File: config.mk
export PLATFORM = sky130hd
export DESIGN_NAME = cla32_seq_mul_ctrl
export DESIGN_NICKNAME = d
export VERILOG_FILES = /design/src/rtl/cla32_seq_mul_ctrl_pkg.sv /design/src/rtl/CLA_Array_32.sv /design/src/rtl/cla32_seq_mul_ctrl.sv
export SDC_FILE = /design/constraint.sdc
export NUM_CORES = 1
export LEC_CHECK = 0
export ABC_AREA = 1
export BUFFER_PORTS_ARGS = -buffer_cell sky130_fd_sc_hd__buf_2
export CAP_MARGIN = 20
export CORE_UTILIZATION = 58
export DETAILED_ROUTE_END_ITERATION = 8
export PLACE_DENSITY_LB_ADDON = 0.08
export SKIP_LAST_GASP = 1
export SLEW_MARGIN = 15
export SYNTH_ARGS = -nofsm -noshare
export SYNTH_HDL_FRONTEND = slang
export SYNTH_SLANG_ARGS = --single-unit
File: constraint.sdc
create_clock -name clk -period 4.8 [get_ports clk]
set_clock_uncertainty 0.15 [all_clocks]
set_input_delay 0.96 -clock clk [delete_from_list [all_inputs] [get_ports clk]]
set_output_delay 0.96 -clock clk [all_outputs]
set_load 0.02 [all_outputs]
File: src/rtl/cla32_seq_mul_ctrl_pkg.sv
// Shared types and constants for the sequential shift-add multiplier.
package cla32_seq_mul_ctrl_pkg;

    localparam int MUL_W  = 32;
    localparam int PROD_W = 64;

    typedef enum logic [1:0] {
        ST_IDLE = 2'd0,
        ST_RUN  = 2'd1,
        ST_DONE = 2'd2
    } state_t;

endpackage

File: src/rtl/CLA_Array_32.sv
// 32-bit carry-lookahead adder: 4-bit lookahead groups chained on group carries.
module CLA_Array_32 (
    input  logic [31:0] a,
    input  logic [31:0] b,
    input  logic        cin,
    output logic [31:0] sum,
    output logic        cout
);

    logic [31:0] g;
    logic [31:0] p;
    logic [32:0] c;

    assign g = a & b;
    assign p = a ^ b;

    // Per-group lookahead carries, then the group carry feeds the next group.
    always_comb begin
        logic carry;
        logic gg;
        logic gp;
        c     = '0;
        carry = cin;
        for (int k = 0; k < 8; k++) begin
            c[4*k]   = carry;
            c[4*k+1] = g[4*k] | (p[4*k] & carry);
            c[4*k+2] = g[4*k+1] | (p[4*k+1] & g[4*k]) | (p[4*k+1] & p[4*k] & carry);
            c[4*k+3] = g[4*k+2] | (p[4*k+2] & g[4*k+1]) | (p[4*k+2] & p[4*k+1] & g[4*k])
                     | (p[4*k+2] & p[4*k+1] & p[4*k] & carry);
            gg = g[4*k+3] | (p[4*k+3] & g[4*k+2]) | (p[4*k+3] & p[4*k+2] & g[4*k+1])
               | (p[4*k+3] & p[4*k+2] & p[4*k+1] & g[4*k]);
            gp = &p[4*k +: 4];
            carry = gg | (gp & carry);
        end
        c[32] = carry;
    end

    assign sum  = p ^ c[31:0];
    assign cout = c[32];

endmodule

File: src/rtl/cla32_seq_mul_ctrl.sv
// Sequential 32x32 -> 64 unsigned shift-add multiplier around one shared CLA.
//
// state   | meaning
// --------+-------------------------------------------------------------
// IDLE    | waiting for operands, in_ready high
// RUN     | one partial-product accumulate + right shift per clock, 32 steps
// DONE    | product presented with out_valid; may reload directly into RUN
module cla32_seq_mul_ctrl
    import cla32_seq_mul_ctrl_pkg::*;
#(
    parameter int N_ITER = 32,
    parameter int CNT_W  = 6
) (
    input  logic                clk,
    input  logic                rst,
    input  logic                in_valid,
    output logic                in_ready,
    input  logic [MUL_W-1:0]    a,
    input  logic [MUL_W-1:0]    b,
    output logic                out_valid,
    input  logic                out_ready,
    output logic [PROD_W-1:0]   product,
    output logic                busy
);

    state_t             state_q;
    state_t             state_d;
    logic [CNT_W-1:0]   counter;
    logic [MUL_W-1:0]   acc_hi;
    logic [MUL_W-1:0]   acc_lo;
    logic [MUL_W-1:0]   mcand;
    logic [MUL_W-1:0]   addend;
    logic [MUL_W-1:0]   sum;
    logic               cout;
    logic               accept;
    logic               last_iter;

    assign in_ready  = (state_q == ST_IDLE) | ((state_q == ST_DONE) & out_ready);
    assign accept    = in_valid & in_ready;
    assign last_iter = (counter == CNT_W'(N_ITER - 1));
    assign addend    = acc_lo[0] ? mcand : '0;

    CLA_Array_32 u_cla (
        .a    (acc_hi),
        .b    (addend),
        .cin  (1'b0),
        .sum  (sum),
        .cout (cout)
    );

    // State register.
    always_ff @(posedge clk) begin
        if (rst) state_q <= ST_IDLE;
        else     state_q <= state_d;
    end

    // Next-state logic; accept in DONE implies out_ready, so it skips IDLE.
    always_comb begin
        state_d = state_q;
        case (state_q)
            ST_IDLE: if (accept) state_d = ST_RUN;
            ST_RUN:  if (last_iter) state_d = ST_DONE;
            ST_DONE: begin
                if (accept)         state_d = ST_RUN;
                else if (out_ready) state_d = ST_IDLE;
            end
            default: state_d = ST_IDLE;
        endcase
    end

    // Operand load on accept, accumulate-and-shift each RUN cycle.
    always_ff @(posedge clk) begin
        if (rst) begin
            counter <= '0;
            acc_hi  <= '0;
            acc_lo  <= '0;
            mcand   <= '0;
        end else if (accept) begin
            counter <= '0;
            acc_hi  <= '0;
            acc_lo  <= b;
            mcand   <= a;
        end else if (state_q == ST_RUN) begin
            counter <= counter + CNT_W'(1);
            {acc_hi, acc_lo} <= {cout, sum, acc_lo[MUL_W-1:1]};
        end
    end

    assign out_valid = (state_q == ST_DONE);
    assign busy      = (state_q != ST_IDLE);
    assign product   = {acc_hi, acc_lo};

endmodule
* After elaboration in Yosys (flattened, before gate mapping)
Cells that the tools add are included. W data, S select, Z words.
Word-level totals: bits of input ports 68, register bits 104
Cells by class: reductions and logical operators 12, equal/unequal tests 6, $add $sub $neg 1, multiplexer cells 8, bitwise gates (word level) 196
Operators by type and width (count):
- $and A1 B1 Y1 | 116
- $mux W32 | 3
- $or A1 B1 Y1 | 77
- $xor A32 B32 Y32 | 2
- $and A32 B32 Y32 | 1
- $reduce_and A4 Y1 | 7
- $mux W2 | 4
- $add A6 B1 Y6 const B | 1
- $eq A6 B5 Y1 const B | 1
- $pmux W2 S3 | 1
- $ne A2 B2 Y1 const B | 2
- $reduce_bool A2 Y1 | 2
- $ne A3 B1 Y1 const B | 1
- $reduce_and A3 Y1 | 1
- $eq A2 B1 Y1 const B | 1
- $eq A2 B2 Y1 const B | 1
- $logic_not A2 Y1 | 1
- $reduce_or A2 Y1 | 1

* Depth between registers and ports, before layout
Gate-level depths: netlist (run 1).
depth after elaboration 23, gate-level depth with buffers 26

* Cells and area by module
Synthesis (run 1) repeated with hierarchy kept, for this count alone.
Unflattened totals: cells, all modules 872, area, all modules 5987.0 um^2
Modules (own cells, without submodules):
- cla32_seq_mul_ctrl | cells each 690, seq. area each 2082.0 um^2, area each 4621.9 um^2, times used 1
- CLA_Array_32 | cells each 182, seq. area each 0.0 um^2, area each 1365.1 um^2, times used 1

* Worst setup path after synthesis (run 1)
Ideal clock, no wire load.
path kind reg2reg, start register acc_lo[0], end register acc_hi[28], setup slack 1.532 ns, path buffers 2, required time 4.580 ns, library setup time 0.070 ns, arrival time 3.047 ns, cell stages (with the launch flop) 25, path through dfxtp_1 > clkbuf_1 > clkbuf_1 > nand2_1 > inv_1 > ha_1 > or2_0 > nand2_1 > nand2_1 > nand2_1 > nand2_2 > nand2_2 > nand2_4 > nand2_4 > nand2_4 > nand2_4 > nand2_4 > nand2_4 > nand2_4 > nand2_4 > nand2_4 > fa_1 > a21oi_1 > o21ai_0 > a21oi_1
On the way: longest elaborated chain between the ends 21, elaborated cells on any way between the ends 80
Ends and longest elaborated chain:
- start: declaration | line cla32_seq_mul_ctrl.sv:30 | logic [MUL_W-1:0] acc_lo;
- start signal: assignment | line cla32_seq_mul_ctrl.sv:85 | {acc_hi, acc_lo} <= {cout, sum, acc_lo[MUL_W-1:1]};
- $mux W32 * | line cla32_seq_mul_ctrl.sv:41 | assign addend = acc_lo[0] ? mcand : '0;
- $xor A32 B32 Y32 / $and A32 B32 Y32 (equally long branches) | line CLA_Array_32.sv:15, CLA_Array_32.sv:14
- $and A1 B1 Y1 (on tied branches) | line CLA_Array_32.sv:30, CLA_Array_32.sv:31
- $or A1 B1 Y1, or another cell as far along | line CLA_Array_32.sv:30 | gg = g[4*k+3] | (p[4*k+3] & g[4*k+2]) | (p[4*k+3] & p[4*k+2] & g[4*k+1])
- $or A1 B1 Y1 / $and A1 B1 Y1 (equally long branches) | line CLA_Array_32.sv:30, CLA_Array_32.sv:31
- $or A1 B1 Y1 | line CLA_Array_32.sv:31 | | (p[4*k+3] & p[4*k+2] & p[4*k+1] & g[4*k]);
- $and A1 B1 Y1 | line CLA_Array_32.sv:33 | carry = gg | (gp & carry);
- $or A1 B1 Y1 | line CLA_Array_32.sv:33
- (+5 left out)
- $or A1 B1 Y1 | line CLA_Array_32.sv:33
- $and A1 B1 Y1 | line CLA_Array_32.sv:33
- $or A1 B1 Y1 | line CLA_Array_32.sv:33
- $and A1 B1 Y1 | line CLA_Array_32.sv:33
- $or A1 B1 Y1 | line CLA_Array_32.sv:33
- $and A1 B1 Y1 | line CLA_Array_32.sv:26 | c[4*k+1] = g[4*k] | (p[4*k] & carry);
- $or A1 B1 Y1 | line CLA_Array_32.sv:26
- $xor A32 B32 Y32 * | line CLA_Array_32.sv:38 | assign sum = p ^ c[31:0];
- end signal: assignment | line cla32_seq_mul_ctrl.sv:85
- end: declaration | line cla32_seq_mul_ctrl.sv:29 | logic [MUL_W-1:0] acc_hi;
Mark *: on every way between the ends. The rest lies on a longest branch, timed or not. A chain may end at the register's enable or synchronous reset.

* Final worst setup path (run 1)
Ends and elaborated chain as after synthesis.

==> results of run 1 <==
==> synth_stat cells <==
cell type / instances / area (um^2)
clkbuf_1: 34 / 128
nor2_1: 55 / 206
a21o_1: 2 / 15.0
fa_1: 8 / 160
o21bai_1: 1 / 7.51
a211oi_2: 1 / 12.5
nand2_2: 2 / 12.5
o21ai_1: 3 / 15.0
nand2_4: 10 / 113
a2111oi_0: 1 / 8.76
a31oi_1: 34 / 213
xnor2_1: 4 / 35.0
dfxtp_1: 104 / 2080
o211ai_1: 1 / 7.51
or2_2: 1 / 6.26
and2_1: 1 / 6.26
ha_1: 33 / 413
and3_1: 2 / 12.5
buf_1: 4 / 15.0
nor3_1: 5 / 25.0
or2_0: 1 / 6.26
a21boi_1: 1 / 7.51
o221ai_1: 1 / 8.76
a21oi_2: 2 / 17.5
nand4_1: 2 / 12.5
xor2_1: 6 / 52.6
nand3b_1: 1 / 7.51
nand2_1: 256 / 961
o21ai_0: 27 / 135
nand3_1: 10 / 50.1
inv_1: 72 / 270
a21oi_1: 70 / 350
==> logic make-up after synthesis <==
family	count (synthesis)
AOI/OAI and AO/OA	144
buffers and inverters	110
and+or+nand+nor	346
xor gates and xnor gates	10
DFF	104
adders and majority gates	41
==> metrics by stage <==
stage / total power, mW / hold WS [ns] / cells / setup WS [ns]
after global placement: 1.30 / 0.304 / 965 / 1.32
after global routing: 1.88 / 0.340 / 982 / 0.816
after floorplan: 1.19 / 0.296 / 755 / 1.53
after CTS: 1.79 / 0.321 / 981 / 1.19
after detailed placement: 1.31 / 0.306 / 965 / 1.25
final: 1.79 / 0.324 / 982 / 1.19
==> state kept, by name, summed over array words and instances, names as in the netlist <==
signal	flops
acc_hi	32
acc_lo	32
counter	6
mcand	32
state_q	2
==> routing by layer <==
layer  GRT usage [%]  routed length [um]
met5               0                   0
met4            8.61                 173
met3            5.08                 874
met2            46.8                6110
met1            33.9                5570
==> layout make-up <==
type | count | area (um^2)
Inverter | 72 | 270
Clock buffer | 9 | 124
Clock inverter | 7 | 47.5
Fill cell | 767 | 2570
Tap cell | 108 | 135
Sequential cell | 104 | 2080
Multi-Input combinational cell | 541 | 2890
Timing Repair Buffer | 141 | 736
==> layout by cell type (no fill, tap or decap) <==
master      Yosys  final
o211ai_1        1      1
nand4_1         2      2
fa_1            8      8
buf_12          0      1
buf_4           0      6
or2_0           1      1
nor3_1          5      5
a211oi_2        1      1
a21boi_1        1      1
inv_1          72     71
and2_1          1      1
clkinv_4        0      1
a21o_1          2      2
nand3_1        10     10
o21ai_0        27     27
clkinv_2        0      3
ha_1           33     33
inv_2           0      1
nor2_1         55     54
o21bai_1        1      1
nor2_4          0      1
and3_1          2      2
inv_6           0      1
dfxtp_1       104    104
o221ai_1        1      1
clkbuf_8        0      9
nand2_4        10     10
clkinvlp_4      0      2
xnor2_1         4      4
nand3b_1        1      1
a2111oi_0       1      1
a31oi_1        34     34
o21ai_1         3      3
or2_2           1      1
a21oi_1        70     70
nand2_1       256    256
nand2_2         2      2
a21oi_2         2      2
xor2_1          6      6
buf_2           0    134
==> power groups by stage <==
stage               registers (mW)  clock network [mW]  logic, mW
floorplan                     1.01                   0      0.185
global placement             0.978                   0      0.319
detailed placement           0.978                   0      0.327
CTS                          0.959               0.507      0.329
global route                 0.967               0.545      0.367
finish                       0.960               0.502      0.330
==> worst max-delay path by stage <==
| stage | startpoint | endpoint | slack, ns | cells after the start |
|---|---|---|---|---|
| after CTS | acc_lo[0]$_SDFFE_PP0P_ | acc_hi[28]$_SDFFE_PP0P_ | 1.19 | 22 |
| after detailed placement | acc_lo[0]$_SDFFE_PP0P_ | acc_hi[28]$_SDFFE_PP0P_ | 1.25 | 22 |
| after global routing | acc_lo[0]$_SDFFE_PP0P_ | acc_hi[28]$_SDFFE_PP0P_ | 0.82 | 23 |
| after floorplan | acc_lo[0]$_SDFFE_PP0P_ | acc_hi[28]$_SDFFE_PP0P_ | 1.53 | 24 |
| after global placement | acc_lo[0]$_SDFFE_PP0P_ | acc_hi[28]$_SDFFE_PP0P_ | 1.32 | 18 |
| final | acc_lo[0]$_SDFFE_PP0P_ | acc_hi[28]$_SDFFE_PP0P_ | 1.19 | 22 |
==> worst register-to-register path: stages (launching register included) <==
cell     delay, ns
dfxtp_1       0.94
nand2_1       0.14
inv_1         0.09
ha_1          0.25
or2_0         0.21
nand2_1       0.08
nand2_1       0.06
nand2_1       0.07
nand2_2       0.08
nand2_2       0.09
nand2_4       0.07
nand2_4       0.08
nand2_4       0.06
nand2_4       0.07
nand2_4       0.06
nand2_4       0.07
nand2_4       0.06
nand2_4       0.07
nand2_4       0.07
fa_1          0.42
a21oi_1       0.13
o21ai_0       0.09
a21oi_1       0.12
==> key figures, run 1 <==
Cells and area
  • Share of layout cells above drive strength 1: 20.0%
  • Final Cell Area: 6280 um^2
  • Final core utilization: 71.0%
  • Antenna Cells: 0
  • Nets: 978
  • Synth-to-layout area growth: 16.9%

Global route
  • Vias in the first global route: 4,817
  • All-layer global routing usage: 27.0%
  • Initial antenna violation count: 0
  • First-pass GRT wire length: 21.4 mm
  • Largest net degree at the start of global routing: 67
  • Total global routing overflow: 0

Clocking
  • CTS Buf Count: 9
  • Post-CTS sizing: 0
  • Root Driver: clkbuf_8
  • TritonCTS clock tree: done
  • CTS Hold Bufs: 0
  • Clock-pin slew on the worst setup and hold paths: 0.10 ns
  • Clock Tree Buf Depth: 2
  • Clk sinks: 104
  • CTS H-tree depth: 3
  • Postcts setup bufs: 0
  • Clock Latency Late Sink: 0.36 ns

Setup path
  • Startpoint Class: flop
  • Worst R2R Path Depth: 22
  • Crit path top cell by count: nand2_4
  • Reg-to-reg endpoint: acc_hi[28]$_SDFFE_PP0P_
  • Reg-to-reg critical path startpoint: acc_lo[0]$_SDFFE_PP0P_
  • Worst setup EP type: flop
  • Critical path buffers and inverters: 1
  • CP top delay family: simple AND/OR/NAND/NOR gates
  • R2R Setup Slk: 1.19 ns
  • CP peak stage delay: 0.94 ns
  • CP arrival: 3.75 ns
  • Crit Path Category: flop to flop
  • CP cell instances: nand2_1 -> inv_1 -> ha_1 -> or2_0 -> nand2_1 -> nand2_1 -> nand2_1 -> nand2_2 -> nand2_2 -> nand2_4 -> nand2_4 -> nand2_4 -> nand2_4 -> nand2_4 -> nand2_4 -> nand2_4 -> nand2_4 -> nand2_4 -> fa_1 -> a21oi_1 -> o21ai_0 -> a21oi_1
  • Slowest CP cell: dfxtp_1
  • Crit path required time: 4.94 ns
  • Worst-path fanout max: 25

STA
  • Period minus WS final: 3.61 ns
  • Post-route clock period utilization: 75.2%
  • Max-slew violations: 0
  • Unrepaired setup endpoints after global routing: no
  • Final hold violations: 0
  • Fmax: 0.277 GHz
  • Final Setup Violations: 0
  • Setup TNS: 0 ns
  • Slew @ Worst Pin: 0.926 ns
  • Slew headroom: 38.2%

Detailed routing
  • Routed via count: 5,158
  • Iter 0 DRT Violations: 202
  • ANT nets after route: 0
  • Drt wl/cell: 13.0 um
  • First-pass DRT Iterations: 7
  • DRC Markers: 4
  • Routed WL: 12.7 mm
  • Vias per cell: 5.25

Run
  • Max-Cap Viols: 0

Synthesis
  • Seq cells post-synth: 104
  • Post-synthesis adder-cell area fraction: 10.7%
  • Mux contribution to synthesized area: 0%
  • Synth Area in XOR/XNOR: 1.63%
  • Synth Area in Simple Gates: 26.4%
  • Gate Count Post-Synth: 755
  • Syn Std Cell Area: 5370 um^2
  • Area fraction in compound gates after synthesis: 14.9%
  • Avg Inst Size Synth: 7.12 um^2
  • Synth warn: 0
  • Syn_nets: 864
  • Sequential element share of the synthesized area: 38.8%
  • Largest family of logic cells by synthesized area: simple AND/OR/NAND/NOR gates
  • Unique masters post-synth: 32

Floorplanning
  • Core Footprint: 8850 um^2
  • Die Span Y: 98.2 um
  • Die area: 9650 um^2
  • Die width: 98.2 um
  • Std cell rows: 34
  • Initial core utilization: 60.7%
  • Num ports: 135

Min path
  • Hold Path Class: flop to flop
  • WHS Path Cells: 2
  • End of the worst hold path: mcand[18]$_SDFFE_PP0P_
  • Critical hold path startpoint: mcand[18]$_SDFFE_PP0P_

Pwr
  • Switch Pwr: 573 uW
  • Max rail drop VDD: 0.000174 V
  • Flop pwr share: 53.6%
  • Clock Power Share: 28.0%
  • Gate power share: 18.4%
  • Leakage: 3.35 nW
  • PwrDens: 285 nW/um^2
  • P_int: 1.22 mW
  • Sw Ratio: 32.0%

Run status
  • Failing checks: DRC
  • Status: complete, but fails checks

Placed design
  • Dpl hpwl: 8.88 mm
  • Placed cell area: 6090 um^2
  • Buffers added on ports: 134
  • GPL Wtd Cong: 0.933
Note: power is estimated with default switching activity, not from simulation.
==> run 2: changes to the inputs <==
Settings changed: CORE_UTILIZATION 58 to 54.
Clock period 4.8 ns to 3.7 ns, I/O delays scaled along.
==> key figures, run 2 (synthesis gave the netlist of run 1 again) <==
Min path
  • Critical hold path startpoint: mcand[31]$_SDFFE_PP0P_
  • End of the worst hold path: mcand[31]$_SDFFE_PP0P_
  • Hold Path Class: flop to flop
  • WHS Path Cells: 2

Setup path
  • Slowest CP cell: dfxtp_1
  • CP arrival: 3.36 ns
  • Worst-path fanout max: 14
  • CP cell instances: nand2_1 -> inv_1 -> ha_1 -> a21oi_1 -> o21bai_1 -> a21oi_1 -> nand2_4 -> nand2_4 -> nand2_4 -> nand2_4 -> nand2_4 -> nand2_4 -> nand2_4 -> nand2_4 -> nand2_4 -> fa_1 -> a21oi_1 -> o21ai_0 -> a21oi_1
  • Startpoint Class: flop
  • Crit path top cell by count: nand2_4
  • Reg-to-reg critical path startpoint: acc_lo[0]$_SDFFE_PP0P_
  • CP peak stage delay: 0.62 ns
  • Reg-to-reg endpoint: acc_hi[28]$_SDFFE_PP0P_
  • Crit Path Category: flop to flop
  • Crit path required time: 3.86 ns
  • R2R Setup Slk: 0.49 ns
  • Worst R2R Path Depth: 19
  • Worst setup EP type: flop

Placed design
  • Dpl hpwl: 9.00 mm
  • Placed Cells incl. Taps: 996
  • GPL Wtd Cong: 0.855
  • Pre-CTS setup slack: 0.508 ns
  • Buffers added on ports: 134

STA
  • Period minus WS final: 3.21 ns
  • Max-slew violations: 0
  • Final hold violations: 0
  • Slew @ Worst Pin: 0.536 ns
  • Post-route clock period utilization: 86.7%
  • Setup TNS: 0 ns
  • Slew headroom: 64.3%
  • Setup ws final: 0.491 ns
  • Unrepaired setup endpoints after global routing: no
  • Fmax: 0.312 GHz
  • Final Setup Violations: 0

Cells and area
  • Final std cells w/o fill: 1,011
  • Antenna Cells: 0
  • Share of layout cells above drive strength 1: 20.0%
  • Commonest non-fill, non-tap cell in the layout: nand2_1
  • Most frequent cells in the layout: nand2_1 (256), buf_2 (134), dfxtp_1 (104)
  • Final core utilization: 65.1%
  • Synth-to-layout area growth: 18.0%
  • Nets: 984
  • Biggest regs: acc_hi (32), acc_lo (32), mcand (32)

Floorplanning
  • Num ports: 135
  • Die area: 10,400 um^2
  • Core Footprint: 9730 um^2
  • Die width: 102 um
  • Std cell rows: 36
  • Initial core utilization: 55.2%
  • Die Span Y: 102 um

Global route
  • Total global routing overflow: 0
  • Largest net degree at the start of global routing: 66
  • Vias in the first global route: 4,657
  • First-pass GRT wire length: 20.5 mm
  • GR Layer Usage met3: 4.62%
  • All-layer global routing usage: 25.0%
  • Initial antenna violation count: 0
  • Top Usage Layer GRT: met2
  • Met1 Usage GRT: 32.3%
  • M2 GR Usage: 40.4%

Clocking
  • Clock Latency Late Sink: 0.37 ns
  • Root Driver: clkbuf_8
  • Post-CTS sizing: 0
  • Clk sinks: 104
  • TritonCTS clock tree: done
  • CTS Hold Bufs: 0
  • Clock-pin slew on the worst setup and hold paths: 0.09 ns
  • Clock Tree Buf Depth: 2
  • CTS H-tree depth: 3
  • Postcts setup bufs: 0
  • CTS Buf Count: 9

Detailed routing
  • Routed via count: 5,132
  • Vias per cell: 5.08
  • First-pass DRT Iterations: 4
  • Drt wl/cell: 12.3 um
  • ANT nets after route: 0
  • Iter 0 DRT Violations: 123
  • DRC Markers: 0
  • Routed WL: 12.5 mm

Pwr
  • PwrDens: 363 nW/um^2
  • Max rail drop VDD: 0.000202 V
  • Overall Power: 2.30 mW
  • Leakage: 3.37 nW

Run status
  • Status: finished clean

Run
  • Max-Cap Viols: 0
[run 2: cell types whose count changed in the layout (fill, tap and decap cells not counted), sizes merged]
cell      before  now
inv           73   72
clkinvlp       2    0
buf          141  147
clkbuf         9   13
clkinv         4    1
[run 2: final cells by class]
cell class	count	area, um^2
Inverter	72	270
Clock buffer	13	149
Multi-Input combinational cell	541	2890
Clock inverter	1	5.00
Fill cell	943	3390
Timing Repair Buffer	147	781
Tap cell	133	166
Sequential cell	104	2080
[run 2: where the power goes]
part | leakage, nW | switching [mW] | internal, mW
sequential | 0.850 | 0.0532 | 1.19
clock | 0.0794 | 0.364 | 0.256
combinational | 2.44 | 0.288 | 0.154
[run 2: worst max path at each step]
| stage | from | end | slack (ns) | depth (start not counted) |
|---|---|---|---|---|
| finish | acc_lo[0]$_SDFFE_PP0P_ | acc_hi[28]$_SDFFE_PP0P_ | 0.49 | 19 |
| global route | acc_lo[0]$_SDFFE_PP0P_ | acc_hi[28]$_SDFFE_PP0P_ | 0.18 | 15 |
| CTS | acc_lo[0]$_SDFFE_PP0P_ | acc_hi[28]$_SDFFE_PP0P_ | 0.49 | 19 |
| detailed placement | acc_lo[0]$_SDFFE_PP0P_ | acc_hi[28]$_SDFFE_PP0P_ | 0.51 | 19 |
| global placement | acc_lo[0]$_SDFFE_PP0P_ | acc_hi[28]$_SDFFE_PP0P_ | 0.59 | 18 |
| floorplan | acc_lo[0]$_SDFFE_PP0P_ | acc_hi[28]$_SDFFE_PP0P_ | 0.43 | 24 |
[run 2: metal layers]
layer	routed length [um]	part of all wire (%)
met1	5750	46
met2	5740	46
met3	694	5.6
met4	275	2.2
met5	0	0
[run 2: worst max-delay path, delay by kind of cell, from the launching register on]
family	cells	cell delay [ns]
buffers and inverters	1	0.07
adder cells (fa/ha/maj)	2	0.67
AND/OR/NAND/NOR	10	0.74
flip-flops	1	0.62
AO/OA/AOI/OAI	6	0.88
[run 2: stage by stage]
step	cell area [um^2]	hold slack (ns)
2_1_floorplan	5370	0.296
3_3_place_gp	6160	0.304
3_5_place_dp	6160	0.308
4_1_cts	6320	0.322
5_1_grt	6340	0.345
6_report	6340	0.322
